[config.mk]
export PLATFORM = sky130hd
export DESIGN_NAME = modred_stream_ctrl_flat
export DESIGN_NICKNAME = d
export VERILOG_FILES = /design/src/rtl/modred_stream_ctrl_if.sv /design/src/rtl/modred_stream_ctrl.sv /design/src/flat_wrapper.sv
export SDC_FILE = /design/constraint.sdc
export NUM_CORES = 1
export LEC_CHECK = 0
export BUFFER_PORTS_ARGS = -buffer_cell sky130_fd_sc_hd__buf_2
export CAP_MARGIN = 20
export CORE_MARGIN = 2
export CORE_UTILIZATION = 36
export CTS_CLUSTER_DIAMETER = 40
export DETAILED_ROUTE_END_ITERATION = 10
export PLACE_DENSITY = 0.64
export SKIP_CTS_REPAIR_TIMING = 1
export SYNTH_ARGS = -nofsm -noshare
export SYNTH_HDL_FRONTEND = slang
export SYNTH_SLANG_ARGS = --single-unit
[constraint.sdc]
create_clock -name clk_i -period 9 [get_ports clk_i]
set_input_delay 0.45 -clock clk_i [delete_from_list [all_inputs] [get_ports clk_i]]
set_output_delay 0.45 -clock clk_i [all_outputs]
set_load 0.02 [all_outputs]
[src/rtl/modred_stream_ctrl_if.sv]
// Stream/reducer bundle for modred_stream_ctrl.
// The "slave" modport is the controller's view; "master" is the view of the
// surrounding logic (operand source, reducer and result sink).
interface modred_stream_ctrl_if #(
    parameter int DATA_LENGTH = 32
);
    logic                   cfg_valid_i;
    logic                   cfg_ready_o;
    logic [DATA_LENGTH-1:0] cfg_m_i;
    logic [DATA_LENGTH-1:0] cfg_m_bl_i;
    logic                   in_valid_i;
    logic                   in_ready_o;
    logic [DATA_LENGTH-1:0] in_x_i;
    logic                   red_start_o;
    logic [DATA_LENGTH-1:0] red_x_o;
    logic [DATA_LENGTH-1:0] red_m_o;
    logic [DATA_LENGTH-1:0] red_m_bl_o;
    logic [DATA_LENGTH-1:0] red_result_i;
    logic                   red_valid_i;
    logic                   out_valid_o;
    logic                   out_ready_i;
    logic [DATA_LENGTH-1:0] out_result_o;
    logic                   busy_o;
    logic                   err_o;

    modport slave (
        input  cfg_valid_i, cfg_m_i, cfg_m_bl_i, in_valid_i, in_x_i,
               red_result_i, red_valid_i, out_ready_i,
        output cfg_ready_o, in_ready_o, red_start_o, red_x_o, red_m_o, red_m_bl_o,
               out_valid_o, out_result_o, busy_o, err_o
    );

    modport master (
        output cfg_valid_i, cfg_m_i, cfg_m_bl_i, in_valid_i, in_x_i,
               red_result_i, red_valid_i, out_ready_i,
        input  cfg_ready_o, in_ready_o, red_start_o, red_x_o, red_m_o, red_m_bl_o,
               out_valid_o, out_result_o, busy_o, err_o
    );
endinterface

[src/rtl/modred_stream_ctrl.sv]
// Front end for a fixed-latency, non-stallable modular-reduction pipeline.
// Holds the modulus, issues at most one operand per cycle and collects the
// results into a credit-protected show-ahead FIFO so backpressure on the
// result stream never loses a result.
// Optional checking: define MODRED_CHECK_EN to enable the sticky err_o
// (result >= m, unexpected reducer valid, reducer watchdog); otherwise err_o = 0.
module modred_stream_ctrl #(
    parameter int DATA_LENGTH = 32,
    parameter int FIFO_DEPTH  = 8,
    parameter int RED_LATENCY = 4
) (
    input logic                 clk_i,
    input logic                 rst_ni,
    modred_stream_ctrl_if.slave bus
);
    localparam int AW = $clog2(FIFO_DEPTH);
    localparam int CW = AW + 1;
    localparam logic [CW:0] DEPTH_V = (CW+1)'(FIFO_DEPTH);

    typedef enum logic [1:0] {
        UNCONF = 2'd0,
        RUN    = 2'd1,
        DRAIN  = 2'd2
    } state_e;

    state_e                 state_q, state_d;
    logic                   alive_q;
    logic [DATA_LENGTH-1:0] m_q, m_d;
    logic [DATA_LENGTH-1:0] m_bl_q, m_bl_d;
    logic                   start_q, start_d;
    logic [DATA_LENGTH-1:0] x_q, x_d;
    logic [CW-1:0]          inflight_q, inflight_d;
    logic [AW-1:0]          wptr_q, wptr_d;
    logic [AW-1:0]          rptr_q, rptr_d;
    logic [CW-1:0]          count_q, count_d;
    logic [DATA_LENGTH-1:0] mem_q [FIFO_DEPTH];

    logic        cfg_ready;
    logic        in_ready;
    logic        load;
    logic        in_hs;
    logic        push_en;
    logic        pop;
    logic        empty;
    logic        full;
    logic        idle;
    logic        credit_ok;
    logic [CW:0] occupancy;

    // Credits cover the operand waiting in the issue register, results inside
    // the reducer and results already stored, so a push always finds room.
    always_comb begin
        empty     = (count_q == '0);
        full      = (count_q == CW'(FIFO_DEPTH));
        occupancy = {1'b0, inflight_q} + {1'b0, count_q} + {{CW{1'b0}}, start_q};
        credit_ok = (occupancy < DEPTH_V);
        idle      = (inflight_q == '0) && empty && !start_q;
    end

    // Control FSM: modulus may only be replaced once nothing is outstanding.
    always_comb begin
        state_d   = state_q;
        cfg_ready = 1'b0;
        in_ready  = 1'b0;
        load      = 1'b0;
        unique case (state_q)
            UNCONF: begin
                // alive_q keeps cfg_ready_o low while reset is asserted.
                cfg_ready = alive_q;
                if (cfg_ready && bus.cfg_valid_i) begin
                    load    = 1'b1;
                    state_d = RUN;
                end
            end
            RUN: begin
                // A pending reconfiguration blocks new operands immediately.
                in_ready = !bus.cfg_valid_i && credit_ok;
                if (bus.cfg_valid_i) begin
                    state_d = DRAIN;
                end
            end
            DRAIN: begin
                cfg_ready = idle;
                if (cfg_ready && bus.cfg_valid_i) begin
                    load    = 1'b1;
                    state_d = RUN;
                end
            end
            default: state_d = UNCONF;
        endcase
    end

    // Issue register, credit counter and FIFO pointer/count updates.
    always_comb begin
        in_hs   = in_ready && bus.in_valid_i;
        start_d = in_hs;
        x_d     = in_hs ? bus.in_x_i : x_q;
        m_d     = load ? bus.cfg_m_i : m_q;
        m_bl_d  = load ? bus.cfg_m_bl_i : m_bl_q;

        inflight_d = inflight_q;
        if (start_q && !bus.red_valid_i) begin
            inflight_d = inflight_q + CW'(1);
        end else if (!start_q && bus.red_valid_i && (inflight_q != '0)) begin
            inflight_d = inflight_q - CW'(1);
        end

        pop     = !empty && bus.out_ready_i;
        push_en = bus.red_valid_i && (!full || pop);
        wptr_d  = push_en ? wptr_q + AW'(1) : wptr_q;
        rptr_d  = pop ? rptr_q + AW'(1) : rptr_q;
        count_d = count_q;
        if (push_en && !pop) begin
            count_d = count_q + CW'(1);
        end else if (!push_en && pop) begin
            count_d = count_q - CW'(1);
        end
    end

    // Control state with asynchronous reset; reset discards in-flight work.
    always_ff @(posedge clk_i or negedge rst_ni) begin
        if (!rst_ni) begin
            state_q    <= UNCONF;
            alive_q    <= 1'b0;
            m_q        <= '0;
            m_bl_q     <= '0;
            start_q    <= 1'b0;
            inflight_q <= '0;
            wptr_q     <= '0;
            rptr_q     <= '0;
            count_q    <= '0;
        end else begin
            state_q    <= state_d;
            alive_q    <= 1'b1;
            m_q        <= m_d;
            m_bl_q     <= m_bl_d;
            start_q    <= start_d;
            inflight_q <= inflight_d;
            wptr_q     <= wptr_d;
            rptr_q     <= rptr_d;
            count_q    <= count_d;
        end
    end

    // Data storage without reset: the operand register and FIFO payload are
    // only observed through qualified (gated) outputs.
    always_ff @(posedge clk_i) begin
        x_q <= x_d;
        if (push_en) begin
            mem_q[wptr_q] <= bus.red_result_i;
        end
    end

    assign bus.cfg_ready_o  = cfg_ready;
    assign bus.in_ready_o   = in_ready;
    assign bus.red_start_o  = start_q;
    assign bus.red_x_o      = start_q ? x_q : '0;
    assign bus.red_m_o      = m_q;
    assign bus.red_m_bl_o   = m_bl_q;
    assign bus.out_valid_o  = !empty;
    assign bus.out_result_o = empty ? '0 : mem_q[rptr_q];
    assign bus.busy_o       = (inflight_q != '0) || !empty;

`ifdef MODRED_CHECK_EN
    localparam int WDOG_LIMIT = 2 * RED_LATENCY;
    localparam int WW         = $clog2(WDOG_LIMIT + 1);

    logic          err_q, err_d;
    logic [WW-1:0] wdog_q, wdog_d;

    // Sticky error on out-of-range results, unexpected valids or a silent reducer.
    always_comb begin
        err_d  = err_q;
        wdog_d = '0;
        if ((inflight_q != '0) && !bus.red_valid_i) begin
            wdog_d = (wdog_q == WW'(WDOG_LIMIT)) ? wdog_q : wdog_q + WW'(1);
        end
        if (bus.red_valid_i && (bus.red_result_i >= m_q)) begin
            err_d = 1'b1;
        end
        if (bus.red_valid_i && (inflight_q == '0)) begin
            err_d = 1'b1;
        end
        if (wdog_q == WW'(WDOG_LIMIT)) begin
            err_d = 1'b1;
        end
    end

    // Error flag and watchdog counter.
    always_ff @(posedge clk_i or negedge rst_ni) begin
        if (!rst_ni) begin
            err_q  <= 1'b0;
            wdog_q <= '0;
        end else begin
            err_q  <= err_d;
            wdog_q <= wdog_d;
        end
    end

    assign bus.err_o = err_q;
`else
    assign bus.err_o = 1'b0;
`endif
endmodule

[src/flat_wrapper.sv]
// flat-port wrapper written by rule: the top's interface ports become plain ports
module modred_stream_ctrl_flat 
#(
    parameter int DATA_LENGTH = 32,
    parameter int FIFO_DEPTH  = 8,
    parameter int RED_LATENCY = 4
)
  (clk_i, rst_ni, bus_cfg_valid_i, bus_cfg_m_i, bus_cfg_m_bl_i, bus_in_valid_i, bus_in_x_i, bus_red_result_i, bus_red_valid_i, bus_out_ready_i, bus_cfg_ready_o, bus_in_ready_o, bus_red_start_o, bus_red_x_o, bus_red_m_o, bus_red_m_bl_o, bus_out_valid_o, bus_out_result_o, bus_busy_o, bus_err_o);
  modred_stream_ctrl_if #(.DATA_LENGTH(DATA_LENGTH)) bus_i ();
  input logic clk_i;
  input logic rst_ni;
  input wire logic [$bits(bus_i.cfg_valid_i)-1:0] bus_cfg_valid_i;
  input wire logic [$bits(bus_i.cfg_m_i)-1:0] bus_cfg_m_i;
  input wire logic [$bits(bus_i.cfg_m_bl_i)-1:0] bus_cfg_m_bl_i;
  input wire logic [$bits(bus_i.in_valid_i)-1:0] bus_in_valid_i;
  input wire logic [$bits(bus_i.in_x_i)-1:0] bus_in_x_i;
  input wire logic [$bits(bus_i.red_result_i)-1:0] bus_red_result_i;
  input wire logic [$bits(bus_i.red_valid_i)-1:0] bus_red_valid_i;
  input wire logic [$bits(bus_i.out_ready_i)-1:0] bus_out_ready_i;
  output wire logic [$bits(bus_i.cfg_ready_o)-1:0] bus_cfg_ready_o;
  output wire logic [$bits(bus_i.in_ready_o)-1:0] bus_in_ready_o;
  output wire logic [$bits(bus_i.red_start_o)-1:0] bus_red_start_o;
  output wire logic [$bits(bus_i.red_x_o)-1:0] bus_red_x_o;
  output wire logic [$bits(bus_i.red_m_o)-1:0] bus_red_m_o;
  output wire logic [$bits(bus_i.red_m_bl_o)-1:0] bus_red_m_bl_o;
  output wire logic [$bits(bus_i.out_valid_o)-1:0] bus_out_valid_o;
  output wire logic [$bits(bus_i.out_result_o)-1:0] bus_out_result_o;
  output wire logic [$bits(bus_i.busy_o)-1:0] bus_busy_o;
  output wire logic [$bits(bus_i.err_o)-1:0] bus_err_o;
  assign bus_i.cfg_valid_i = bus_cfg_valid_i;
  assign bus_i.cfg_m_i = bus_cfg_m_i;
  assign bus_i.cfg_m_bl_i = bus_cfg_m_bl_i;
  assign bus_i.in_valid_i = bus_in_valid_i;
  assign bus_i.in_x_i = bus_in_x_i;
  assign bus_i.red_result_i = bus_red_result_i;
  assign bus_i.red_valid_i = bus_red_valid_i;
  assign bus_i.out_ready_i = bus_out_ready_i;
  assign bus_cfg_ready_o = bus_i.cfg_ready_o;
  assign bus_in_ready_o = bus_i.in_ready_o;
  assign bus_red_start_o = bus_i.red_start_o;
  assign bus_red_x_o = bus_i.red_x_o;
  assign bus_red_m_o = bus_i.red_m_o;
  assign bus_red_m_bl_o = bus_i.red_m_bl_o;
  assign bus_out_valid_o = bus_i.out_valid_o;
  assign bus_out_result_o = bus_i.out_result_o;
  assign bus_busy_o = bus_i.busy_o;
  assign bus_err_o = bus_i.err_o;
  modred_stream_ctrl #(.DATA_LENGTH(DATA_LENGTH), .FIFO_DEPTH(FIFO_DEPTH), .RED_LATENCY(RED_LATENCY)) u_core (.clk_i(clk_i), .rst_ni(rst_ni), .bus(bus_i));
endmodule
# Word level (Yosys, flattened, before mapping)
# Memories as Yosys holds them, arrays and structs flattened.
# Index checks and enable logic that the tools add are counted.
[word_totals]
register_bits = 114
ramBits = 256
input_bits = 134
output_inout_bits = 134
word_cells = 72
memories = 1
[memory_table]
columns = ["name", "words", "word_bits", "rd", "rd_ports_with_merged_regs", "wr", "line", "source"]
rows = [
  ["u_core.mem_q", 8, 32, 1, 0, 1, "modred_stream_ctrl.sv:36", "logic [DATA_LENGTH-1:0] mem_q [FIFO_DEPTH];"],
]
[op_classes]
add_sub_neg = 8
magnitude_cmp = 1
n_eq_ne = 6
mux = 17
reduce_logical = 29
[op_table]
columns = ["operator", "count"]
rows = [
  ["32-bit two-way mux", 2],
  ["4-bit two-way mux", 4],
  ["1-bit logical AND", 13],
  ["4-bit by 1-bit adder with 4-bit output, second input constant", 2],
  ["4-bit logical NOT", 2],
  ["4-bit by 1-bit subtractor with 4-bit output, second input constant", 2],
  ["1-bit logical NOT", 7],
  ["3-bit by 1-bit adder with 3-bit output, second input constant", 2],
  ["2-bit two-way mux", 3],
  ["2-bit case mux with 3 select lines", 1],
  ["4-bit by 4-bit adder with 5-bit output", 1],
  ["5-bit by 1-bit adder with 5-bit output", 1],
  ["5-bit by 4-bit less-than comparator with 1-bit output, second input constant", 1],
  ["1-bit two-way mux", 5],
  ["4-bit == test, second input constant", 1],
  ["2-bit by 1-bit != test with 1-bit output, second input constant", 2],
  ["1-bit case mux with 2 select lines", 2],
  ["2-bit nonzero test", 2],
  ["4-bit nonzero test", 1],
  ["3-bit AND reduction", 1],
  ["2-bit by 1-bit == test with 1-bit output, second input constant", 1],
  ["2-bit == test, second input constant", 1],
  ["2-bit logical NOT", 1],
  ["1-bit logical OR", 2],
  ["2-bit != test, second input constant", 1],
]

# Depth between registers and ports, before layout
# Gate-level depths: netlist of run 1.
[depth]
depth_word = 9
depth_mapped = 10

# Worst setup path before layout of run 1
# OpenSTA, ideal clock, no wires.
[synth_path]
path_type = "flip-flop to flip-flop"
startpoint = "register u_core.count_q[0]"
endpoint = "memory u_core.mem_q[0][0], enable pin"
setup_ns = 0.461
t_arrival_ns = 3.164
required_ns = 8.539
path_slack_ns = 5.375
path_stages_with_launch = 5
period_less_slack_ns = 3.625
cell_sequence = "dfrtp_1 > or3_1 > o31a_1 > nand2b_1 > nor3_1"
[synth_via]
elab_chain_cells = 7
elab_cells_between_ends = 9
classes_between = "eq/ne (1); mux (2); reduce/logical (6)"
[synth_lines]
columns = ["item", "line", "source"]
rows = [
  ["start: declaration", "modred_stream_ctrl.sv:35", "logic [CW-1:0] count_q, count_d;"],
  ["start signal: assignment", "modred_stream_ctrl.sv:141", "count_q <= count_d;"],
  ["4-bit logical NOT", "modred_stream_ctrl.sv:53", "empty = (count_q == '0);"],
  ["1-bit logical NOT", "modred_stream_ctrl.sv:108", "pop = !empty && bus.out_ready_i;"],
  ["1-bit logical AND", "modred_stream_ctrl.sv:108", ""],
  ["1-bit logical OR *", "modred_stream_ctrl.sv:109", "push_en = bus.red_valid_i && (!full || pop);"],
  ["1-bit logical AND *", "modred_stream_ctrl.sv:109", ""],
  ["via u_core.push_en", "modred_stream_ctrl.sv:42", "logic push_en;"],
  ["1-bit two-way mux *", "modred_stream_ctrl.sv:149", "if (push_en) begin"],
  ["1-bit two-way mux (not written as such) *", "modred_stream_ctrl.sv:150", "mem_q[wptr_q] <= bus.red_result_i;"],
  ["end: declaration", "modred_stream_ctrl.sv:36", ""],
]
# The timed path passes the listed nets; every way through them passes the cells marked *.

# Worst setup path in the final report of run 1
[layout_path]
startpoint = "register u_core.count_q[3]"
endpoint = "register u_core.count_q[3]"
[layout_via]
elab_chain_cells = 8
elab_cells_between_ends = 16
classes_between = "add/sub (2); eq/ne (1); mux (2); reduce/logical (11)"
[layout_lines]
columns = ["item"]
rows = [
  ["branches (longest 8 deep; another with 4-bit by 1-bit subtractor with 4-bit output)"],
]
# Parallel ways; which one is timed is not known. The select of a mux whose other input is x is not followed.
# A chain may end at the register's enable or synchronous reset.

==> flow_metrics.env, run 1 <==
export IMPL_hold_depth=1
export IMPL_cap_violations=0
export IMPL_met1_usage_pct=19.6
export IMPL_syn2layout_area_growth_pct=27.3
export IMPL_die_h_um=204
export IMPL_ioPinCount=268
export IMPL_fmaxAchievable_mhz=267
export IMPL_arrival_ns=4.18
export IMPL_path_cells="nor4_4 > buf_4 > inv_1 > nand2_1 > ha_1 > inv_1 > ha_1 > a21o_1 > a2111oi_0 > o31ai_1"
export IMPL_busiest_layer="met2"
export IMPL_core_area_sq_um=39600
export IMPL_rows=73
export IMPL_clk_latency_ns=0.59
export IMPL_finalSetupViolCount=0
export IMPL_wirelength_um=32300
export IMPL_startpoint_type="register"
export IMPL_final_max_slew_viol_count=0
export IMPL_setup_ws_ns=5.26
export IMPL_max_vdd_ir_drop_v=0.000199
export IMPL_grt_pass1_vias=7890
export IMPL_hold_viol=0
export IMPL_via_per_inst=4.78
export IMPL_rr_worst_depth=10
export IMPL_r2r_end="u_core.count_q[3]$_DFFE_PN0P_"
export IMPL_power_density_nw_per_um2=359
export IMPL_ys_warn_count=0
export IMPL_hold_class="in -> reg"
export IMPL_grt_max_degree=74
export IMPL_outcome="complete, no violations"
export IMPL_vias=7644
export IMPL_synthFlopType="edfxtp_1"
export IMPL_die_area_sq_um=41600
export IMPL_dp_hpwl_um=19800
export IMPL_grt_util_met3_pct=4.19
export IMPL_reg2reg_slack_ns=5.26
export IMPL_synth_cell_types=43
export IMPL_cts_root_buf="clkbuf_16"
export IMPL_slew_headroom_pct=34.2
export IMPL_cts_buffers=54
export IMPL_cts_sinks=370
export IMPL_post_place_ws_ns=5.22
export IMPL_skew_ns=0.0273
export IMPL_leakage_uw=0.00703
export IMPL_layout_drive_gt1_share_pct=43.3
export IMPL_remaining_drc_errors=0
export IMPL_met2_usage_pct=25.4
export IMPL_postRouteAntennaNets=0
export IMPL_tightest_slew_ns=0.981
export IMPL_cp_max_fo=25
export IMPL_die_w_um=204
export IMPL_r2r_start="u_core.count_q[3]$_DFFE_PN0P_"
export IMPL_syn_nets=870
export IMPL_ys_seq_area_share_pct=74.3
export IMPL_period_minus_slack_ns=3.74
export IMPL_fill_cells=3409
export IMPL_crit_required_ns=9.44
export IMPL_htreeDepth=2
export IMPL_synth_edf_count=288
export IMPL_grt_pass1_wl_um=47800
export IMPL_overflow=0
export IMPL_clockBufferDepth=3
export IMPL_drt_first_pass_iters=4
export IMPL_fin_crit_sh_pct=41.6
export IMPL_slowest_stage="nor4_4"
export IMPL_tns_ns=0
export IMPL_antenna_found_initial=3
export IMPL_worstSetupEndpointType="register"
export IMPL_drt_iter0_markers=414
export IMPL_whs_endpoint="u_core.x_q[22]$_DFFE_PP_"
export IMPL_critPathMaxStageDelay_ns=0.83
export IMPL_wl_per_cell_um=20.2
export IMPL_ys_ff_latch=370
export IMPL_async_flop_share_pct=22.2
export IMPL_antenna_cells=0
export IMPL_syn_area_sq_um=14400
export IMPL_finalNetCount=1176
export IMPL_cts_tree="built"
export IMPL_worstHoldStart="bus_in_x_i[22]"
export IMPL_place_port_buffers=266
export IMPL_rsz0062_at_grt="false"
export IMPL_gp_congestion=0.782
export IMPL_grt_use_total_pct=15.5
export IMPL_synthCells=723
export IMPL_initial_core_util_pct=36.3
export IMPL_clk_pin_slew_ns=0.05
export IMPL_critPathKind="reg -> reg"
export IMPL_synth_avg_cell_area_sq_um=19.9
-- metal layers --
metal  vias up  routed length (um)  share of wire [%]
li1       3472                   -                  -
met4         6                 937                2.9
met2       288               15400                 48
met1      3812               13300                 41
met5         -                  32              0.099
met3        66                2530                7.8
-- critical path, delay by kind of cell, from the launching register on --
family	cells	cell delay [ns]
AO/OA/AOI/OAI	3	0.85
AND/OR/NAND/NOR	2	0.99
adder cells (fa/ha/maj)	2	0.54
flip-flops	1	0.46
buffers and inverters	3	0.76
-- cells by family (layout without fill, tap and decap cells) --
family	Yosys count	count (layout)	share of synthesized area, %
AO/OA/AOI/OAI	19	19	0.921
XOR/XNOR	8	8	0.487
adder cells (fa/ha/maj)	13	13	1.23
buffers and inverters	38	388	1.37
flip-flops	370	370	74.3
multiplexers	166	166	17.7
other	2	2	0.0522
AND/OR/NAND/NOR	107	107	3.92
-- cell usage in the layout (no fill, tap or decap), types with 5 or more instances in the layout --
master | Yosys | routed
nor2_1 | 39 | 33
nor2_4 | 1 | 7
and2_1 | 33 | 33
mux2_2 | 9 | 9
edfxtp_1 | 288 | 288
clkbuf_16 | 0 | 57
mux4_2 | 64 | 64
buf_4 | 1 | 16
xnor2_1 | 6 | 6
o21ai_0 | 5 | 5
bufinv_16 | 0 | 6
mux2i_1 | 33 | 33
dfrtp_1 | 82 | 79
ha_1 | 11 | 11
inv_6 | 0 | 10
nand2_1 | 10 | 10
inv_1 | 5 | 5
buf_2 | 5 | 265
nor3_1 | 7 | 5
clkinv_4 | 0 | 6
mux2_1 | 60 | 60
-- worst max-delay path by stage --
stage / end / slack [ns] / start
global placement: u_core.count_q[3]$_DFFE_PN0P_ / 5.32 / u_core.count_q[3]$_DFFE_PN0P_
finish: u_core.count_q[3]$_DFFE_PN0P_ / 5.26 / u_core.count_q[3]$_DFFE_PN0P_
detailed placement: u_core.count_q[3]$_DFFE_PN0P_ / 5.22 / u_core.count_q[3]$_DFFE_PN0P_
global route: u_core.count_q[3]$_DFFE_PN0P_ / 4.92 / u_core.count_q[3]$_DFFE_PN0P_
CTS: u_core.count_q[3]$_DFFE_PN0P_ / 5.18 / u_core.count_q[3]$_DFFE_PN0P_
floorplan: u_core.mem_q[0][0]$_DFFE_PP_ / 5.38 / u_core.count_q[0]$_DFFE_PN0P_
-- synth_stat cells (3+ instances only) --
master | n | share of area (%)
edfxtp_1 | 288 | 60
clkbuf_1 | 17 | 0.44
buf_1 | 4 | 0.10
inv_1 | 5 | 0.13
buf_6 | 6 | 0.47
ha_1 | 11 | 0.96
nor3_1 | 7 | 0.24
nand3_1 | 4 | 0.14
nor2_1 | 39 | 1.0
buf_2 | 5 | 0.17
a21oi_1 | 4 | 0.14
nand2b_1 | 4 | 0.17
mux2_2 | 9 | 0.70
dfrtp_1 | 82 | 14
mux4_2 | 64 | 10
xnor2_1 | 6 | 0.36
o21ai_0 | 5 | 0.17
mux2_1 | 60 | 4.7
and2_1 | 33 | 1.4
a21o_1 | 3 | 0.16
nand2_1 | 10 | 0.26
mux2i_1 | 33 | 2.3
-- cell type report --
| class | instances | area [sq um] | area share (%) |
|---|---|---|---|
| Timing Repair Buffer | 283 | 1470 | 8.03 |
| Inverter | 5 | 18.8 | 0.102 |
| Tap cell | 525 | 657 | 3.58 |
| Clock buffer | 60 | 1440 | 7.84 |
| Clock inverter | 40 | 485 | 2.65 |
| Multi-Input combinational cell | 315 | 3560 | 19.4 |
| Sequential cell | 370 | 10700 | 58.4 |
-- state kept, by name (all words and copies together) (netlist names) --
name	flops
u_core.x_q	32
u_core.bus.red_start_o	1
u_core.rptr_q	3
u_core.mem_q	256
u_core.wptr_q	3
u_core.alive_q	1
u_core.state_q	2
u_core.inflight_q	4
u_core.count_q	4
u_core.bus.red_m_o	32
u_core.bus.red_m_bl_o	32
-- stage by stage --
stage | instance area [sq um] | total power (uW) | hold slack, ns | util, % | std cells
floorplan | 14400 | 3760 | 0.154 | - | 723
global placement | 16400 | 4450 | 0.281 | 41.3 | 1496
CTS | 18300 | 6690 | -0.343 | 46.2 | 1596
global route | 18300 | 6910 | 0.0206 | 46.3 | 1598
finish | 18300 | 6580 | 0.0493 | 46.3 | 1598
detailed placement | 16400 | 4480 | 0.283 | 41.3 | 1496
-- where the power goes --
group	leakage (uW)	internal [uW]	switching, uW
clock	0.000944	1360	821
combinational	0.00251	808	1120
sequential	0.00358	2220	256
total	0.00703	4390	2190
Power figures use the tool's default switching activity.
==> run 2: changes to the inputs <==
PLACE_DENSITY = 0.66   (was 0.64)
clock period = 3.2 ns   (was 9 ns; I/O delays follow)
==> run 2 against run 1 <==
Register-to-register slack worse by 4.8 ns. Power grew to 2.8 times the previous value. Sequential power grew to 2.8 times the previous value. Wire length is 5.6% higher. Clock power grew to 2.5 times the previous value. Critical path type is now reg -> out. Clock-buffer cell count is 2 lower. Hold slack better by 0.13 ns. Combinational power grew to 3.0 times the previous value.
==> flow_metrics.env, run 2 (synthesis results as in run 1) <==
export IMPL_outcome="complete, no violations"
export IMPL_path_cells="buf_12 > mux4_2 > mux2i_1 > nor2_1 > buf_2"
export IMPL_power_density_nw_per_um2=932
export IMPL_die_w_um=204
export IMPL_cts_root_buf="clkbuf_16"
export IMPL_placed_area_sq_um=16500
export IMPL_cp_max_fo=24
export IMPL_clk_pin_slew_ns=0.06
export IMPL_critPathMaxStageDelay_ns=0.74
export IMPL_grt_use_total_pct=15.3
export IMPL_clockBufferDepth=3
export IMPL_grt_max_degree=67
export IMPL_finalSetupViolCount=0
export IMPL_hold_class="in -> reg"
export IMPL_drt_first_pass_iters=4
export IMPL_clk_latency_ns=0.58
export IMPL_wl_per_cell_um=19.8
export IMPL_cap_violations=0
export IMPL_startpoint="u_core.rptr_q[0]$_DFFE_PN0P_"
export IMPL_cts_buffers=51
export IMPL_die_h_um=204
export IMPL_rsz0062_at_grt="false"
export IMPL_grt_pass1_wl_um=47800
export IMPL_antenna_found_initial=2
export IMPL_rows=73
export IMPL_worstSetupEndpointType="primary output"
export IMPL_crit_required_ns=3.04
export IMPL_overflow=0
export IMPL_skew_ns=0.0182
export IMPL_critPathKind="reg -> out"
export IMPL_place_port_buffers=266
export IMPL_startpoint_type="register"
export IMPL_worstHoldStart="bus_in_valid_i"
export IMPL_reg2reg_slack_ns=0.44
export IMPL_wirelength_um=34100
export IMPL_fmaxAchievable_mhz=356
export IMPL_remaining_drc_errors=0
export IMPL_die_area_sq_um=41600
export IMPL_ioPinCount=268
export IMPL_drt_iter0_markers=414
export IMPL_core_area_sq_um=39600
export IMPL_grt_pass1_vias=8102
export IMPL_gp_congestion=0.807
export IMPL_cts_sinks=370
export IMPL_largest_reg_flops=256
export IMPL_initial_core_util_pct=36.3
export IMPL_fill_cells=3215
export IMPL_layout_drive_gt1_share_pct=38.2
export IMPL_arrival_ns=2.65
export IMPL_total_power_uw=18200
export IMPL_period_minus_slack_ns=2.81
export IMPL_vias=8321
export IMPL_finalNetCount=1307
export IMPL_tns_ns=0
export IMPL_slowest_stage="dfrtp_4"
export IMPL_final_max_slew_viol_count=0
export IMPL_final_area_sq_um=19500
export IMPL_postRouteAntennaNets=0
export IMPL_cts_tree="built"
export IMPL_leakage_uw=0.00749
export IMPL_htreeDepth=2
export IMPL_fin_crit_sh_pct=87.7
export IMPL_max_vdd_ir_drop_v=0.000851
export IMPL_syn2layout_area_growth_pct=35.3
export IMPL_dp_hpwl_um=20400
export IMPL_via_per_inst=4.82
export IMPL_slew_headroom_pct=43.0
export IMPL_final_cell_mix="288 x edfxtp_1, 265 x buf_2, 132 x dlygate4sd3_1"
export IMPL_mostFrequentLayoutCell="edfxtp_1"
export IMPL_regMostFlops="u_core.mem_q"
export IMPL_hold_viol=0
export IMPL_tightest_slew_ns=0.852
export IMPL_r2r_start="u_core.count_q[1]$_DFFE_PN0P_"
==> run 2: cell count changes in the layout (fill, tap and decap cells not counted), sizes merged <==
| cell | change |
|---|---|
| bufinv | -4 |
| clkbuf | -2 |
| dlygate4sd3 | +131 |
| clkinv | -5 |
| buf | +3 |
| clkinvlp | +2 |
| inv | +1 |
| diode | +1 |
==> run 2: cell type report <==
type	count	area, sq um	share of cell area, %
well taps	525	657	3.37
flip-flops and latches	370	10700	54.9
diodes	1	2.50	0.0128
clock inverters	34	333	1.71
clock buffers	58	1360	6.95
repair buffers	417	2850	14.6
multi-input cells	315	3570	18.3
inverters	5	18.8	0.0963
==> run 2: metal layers <==
layer | up-vias | wire (um) | GRT usage [%]
li1 | 3736 | - | -
met3 | 77 | 2340 | 4.96
met1 | 4218 | 14200 | 18.9
met4 | 2 | 1030 | 4.68
met5 | - | 11 | 0
met2 | 288 | 16500 | 25.4
==> run 2: power by group <==
| group | leakage, uW | switching, uW | internal (uW) | total (uW) |
|---|---|---|---|---|
| registers | 0.00358 | 618 | 6250 | 6870 |
| clock network | 0.000827 | 2220 | 3290 | 5510 |
| logic | 0.00309 | 3350 | 2440 | 5790 |
==> run 2: worst max-delay path, delay by kind of cell (launching register included) <==
kind	cells	cell delay, ns
multiplexers	2	0.72
buffers and inverters	2	0.49
AND/OR/NAND/NOR	1	0.08
flip-flops	1	0.74
==> run 2: path summary, 6_finish.rpt <==
check                                                endpoint  cells past startpoint
max                                      bus_out_result_o[19]                      5
max reg2reg                     u_core.count_q[3]$_DFFE_PN0P_                      8
min                          u_core.bus.red_start_o$_DFF_PN0_                      3
min reg2reg                u_core.bus.red_m_o[22]$_DFFE_PN0P_                      1
min in group asynchronous        u_core.wptr_q[1]$_DFFE_PN0P_                      2
max in group asynchronous  u_core.bus.red_m_o[19]$_DFFE_PN0P_                      3
==> run 2: per-stage QoR <==
step                      setup slack, ns  hold slack [ns]  utilization (%)  cells
after floorplan                     0.271           -0.136                -    723
after global placement              0.477            0.266             41.6   1500
after detailed placement            0.425            0.267             41.6   1500
after CTS                           0.266           -0.363             45.8   1592
after global routing                0.156            0.168             49.2   1725
final                               0.394            0.180             49.2   1725
==> run 3: changes to the inputs <==
CORE_ASPECT_RATIO = 2   (was default)
CORE_UTILIZATION = 50   (was 36)
PLACE_DENSITY = 0.84   (was 0.66)
==> run 3 against run 2 <==
Critical endpoint is now bus_out_result_o[15]. Clock power decreased by 36%. Sequential cell count unchanged. Non-clock buffer count rose by 7. Utilization grew 17 points.
==> flow_metrics.env, run 3 (synthesis results as in run 1) <==
export IMPL_vias=8311
export IMPL_drt_first_pass_iters=4
export IMPL_outcome="complete, no violations"
export IMPL_cap_violations=0
export IMPL_clk_pin_slew_ns=0.07
export IMPL_layout_drive_gt1_share_pct=36.4
export IMPL_startpoint_type="register"
export IMPL_hold_class="in -> reg"
export IMPL_clk_latency_ns=0.57
export IMPL_max_vdd_ir_drop_v=0.000430
export IMPL_core_area_sq_um=28300
export IMPL_grt_use_total_pct=19.3
export IMPL_mostFrequentLayoutCell="edfxtp_1"
export IMPL_gp_congestion=0.755
export IMPL_remaining_drc_errors=0
export IMPL_rows=87
export IMPL_ioPinCount=268
export IMPL_antenna_found_initial=0
export IMPL_place_port_buffers=266
export IMPL_grt_pass1_wl_um=43800
export IMPL_setup_ws_ns=0.352
export IMPL_critPathKind="reg -> out"
export IMPL_fin_crit_sh_pct=89.0
export IMPL_finalSetupViolCount=0
export IMPL_final_cell_mix="288 x edfxtp_1, 265 x buf_2, 131 x dlygate4sd3_1"
export IMPL_grt_max_degree=62
export IMPL_antenna_cells=0
export IMPL_rsz0062_at_grt="false"
export IMPL_tightest_slew_ns=0.788
export IMPL_tns_ns=0
export IMPL_cp_max_fo=27
export IMPL_die_w_um=124
export IMPL_cts_buffers=30
export IMPL_post_place_ws_ns=0.431
export IMPL_largest_reg_flops=256
export IMPL_postRouteAntennaNets=0
export IMPL_wl_per_cell_um=21.0
export IMPL_cts_root_buf="clkbuf_16"
export IMPL_syn2layout_area_growth_pct=29.3
export IMPL_period_minus_slack_ns=2.85
export IMPL_fill_cells=1845
export IMPL_die_area_sq_um=30300
export IMPL_cts_tree="built"
export IMPL_via_per_inst=5.45
export IMPL_hold_viol=0
export IMPL_dp_hpwl_um=18900
export IMPL_grt_pass1_vias=7897
export IMPL_htreeDepth=1
export IMPL_clockBufferDepth=3
export IMPL_skew_ns=0.0158
export IMPL_finalNetCount=1293
export IMPL_arrival_ns=2.69
export IMPL_drt_iter0_markers=449
export IMPL_worstSetupEndpointType="primary output"
export IMPL_overflow=0
export IMPL_leakage_uw=0.00718
export IMPL_power_density_nw_per_um2=871
export IMPL_initial_core_util_pct=50.9
export IMPL_cts_sinks=370
export IMPL_fmaxAchievable_mhz=351
export IMPL_slew_headroom_pct=47.5
export IMPL_crit_required_ns=3.04
export IMPL_regMostFlops="u_core.mem_q"
export IMPL_die_h_um=244
export IMPL_wirelength_um=32000
export IMPL_final_max_slew_viol_count=0
-- run 3: cell types whose count changed in the layout (fill, tap and decap cells not counted), moves of 3 or more --
cell,previous run,this run
inv_6,11,1
clkbuf_16,53,31
inv_8,3,0
buf_4,16,20
clkinvlp_4,3,0
buf_12,4,8
clkinv_2,5,9
-- run 3: layer usage --
layer / track usage [%] / wire [um] / vias up
met2: 36.0 / 17800 / 355
met5: 0 / 0 / -
met4: 7.34 / 1210 / 0
li1: - / - / 3675
met1: 21.8 / 11200 / 4209
met3: 2.75 / 1850 / 72
-- run 3: path summary, 6_finish.rpt --
path,from,to,slack (ns),cells past startpoint
min,bus_red_valid_i,u_core.inflight_q[3]$_DFFE_PN0P_,0.02,3
min reg2reg,u_core.bus.red_m_bl_o[22]$_DFFE_PN0P_,u_core.bus.red_m_bl_o[22]$_DFFE_PN0P_,0.48,1
max reg2reg,u_core.count_q[2]$_DFFE_PN0P_,u_core.count_q[3]$_DFFE_PN0P_,0.40,8
max in group asynchronous,rst_ni,u_core.bus.red_m_o[21]$_DFFE_PN0P_,2.20,3
max,u_core.rptr_q[0]$_DFFE_PN0P_,bus_out_result_o[15],0.35,5
min in group asynchronous,rst_ni,u_core.bus.red_m_o[22]$_DFFE_PN0P_,0.22,2
-- run 3: critical path, stage by stage (launching register included) --
cell and delay, ns:
dfrtp_4 0.80, buf_4 0.35, mux4_2 0.56, mux2i_1 0.16
nor2_1 0.06, buf_2 0.18
-- run 3: cell type report --
cell class | instances | area [sq um] | area share (%)
sequential | 370 | 10700 | 57.5
multi-input combinational | 315 | 3570 | 19.2
timing repair buffer | 424 | 2950 | 15.8
clock buffer | 36 | 795 | 4.27
tap | 356 | 445 | 2.39
clock inverter | 19 | 141 | 0.759
inverter | 5 | 18.8 | 0.101
-- run 3: power breakdown --
part           switching [uW]  internal (uW)
sequential                725           6240
combinational            3230           2500
clock                    1600           1930
total                    5560          10700
-- run 3: per-stage QoR --
step	hold slack (ns)	cells	power, uW	area [sq um]	util (%)
2_1_floorplan	-0.136	723	10600	14400	-
3_3_place_gp	0.270	1339	12500	16400	57.9
3_5_place_dp	0.281	1339	12700	16400	57.9
4_1_cts	-0.327	1394	16200	17300	61.2
5_1_grt	0.00905	1525	17000	18600	65.8
6_report	0.0207	1525	16200	18600	65.8
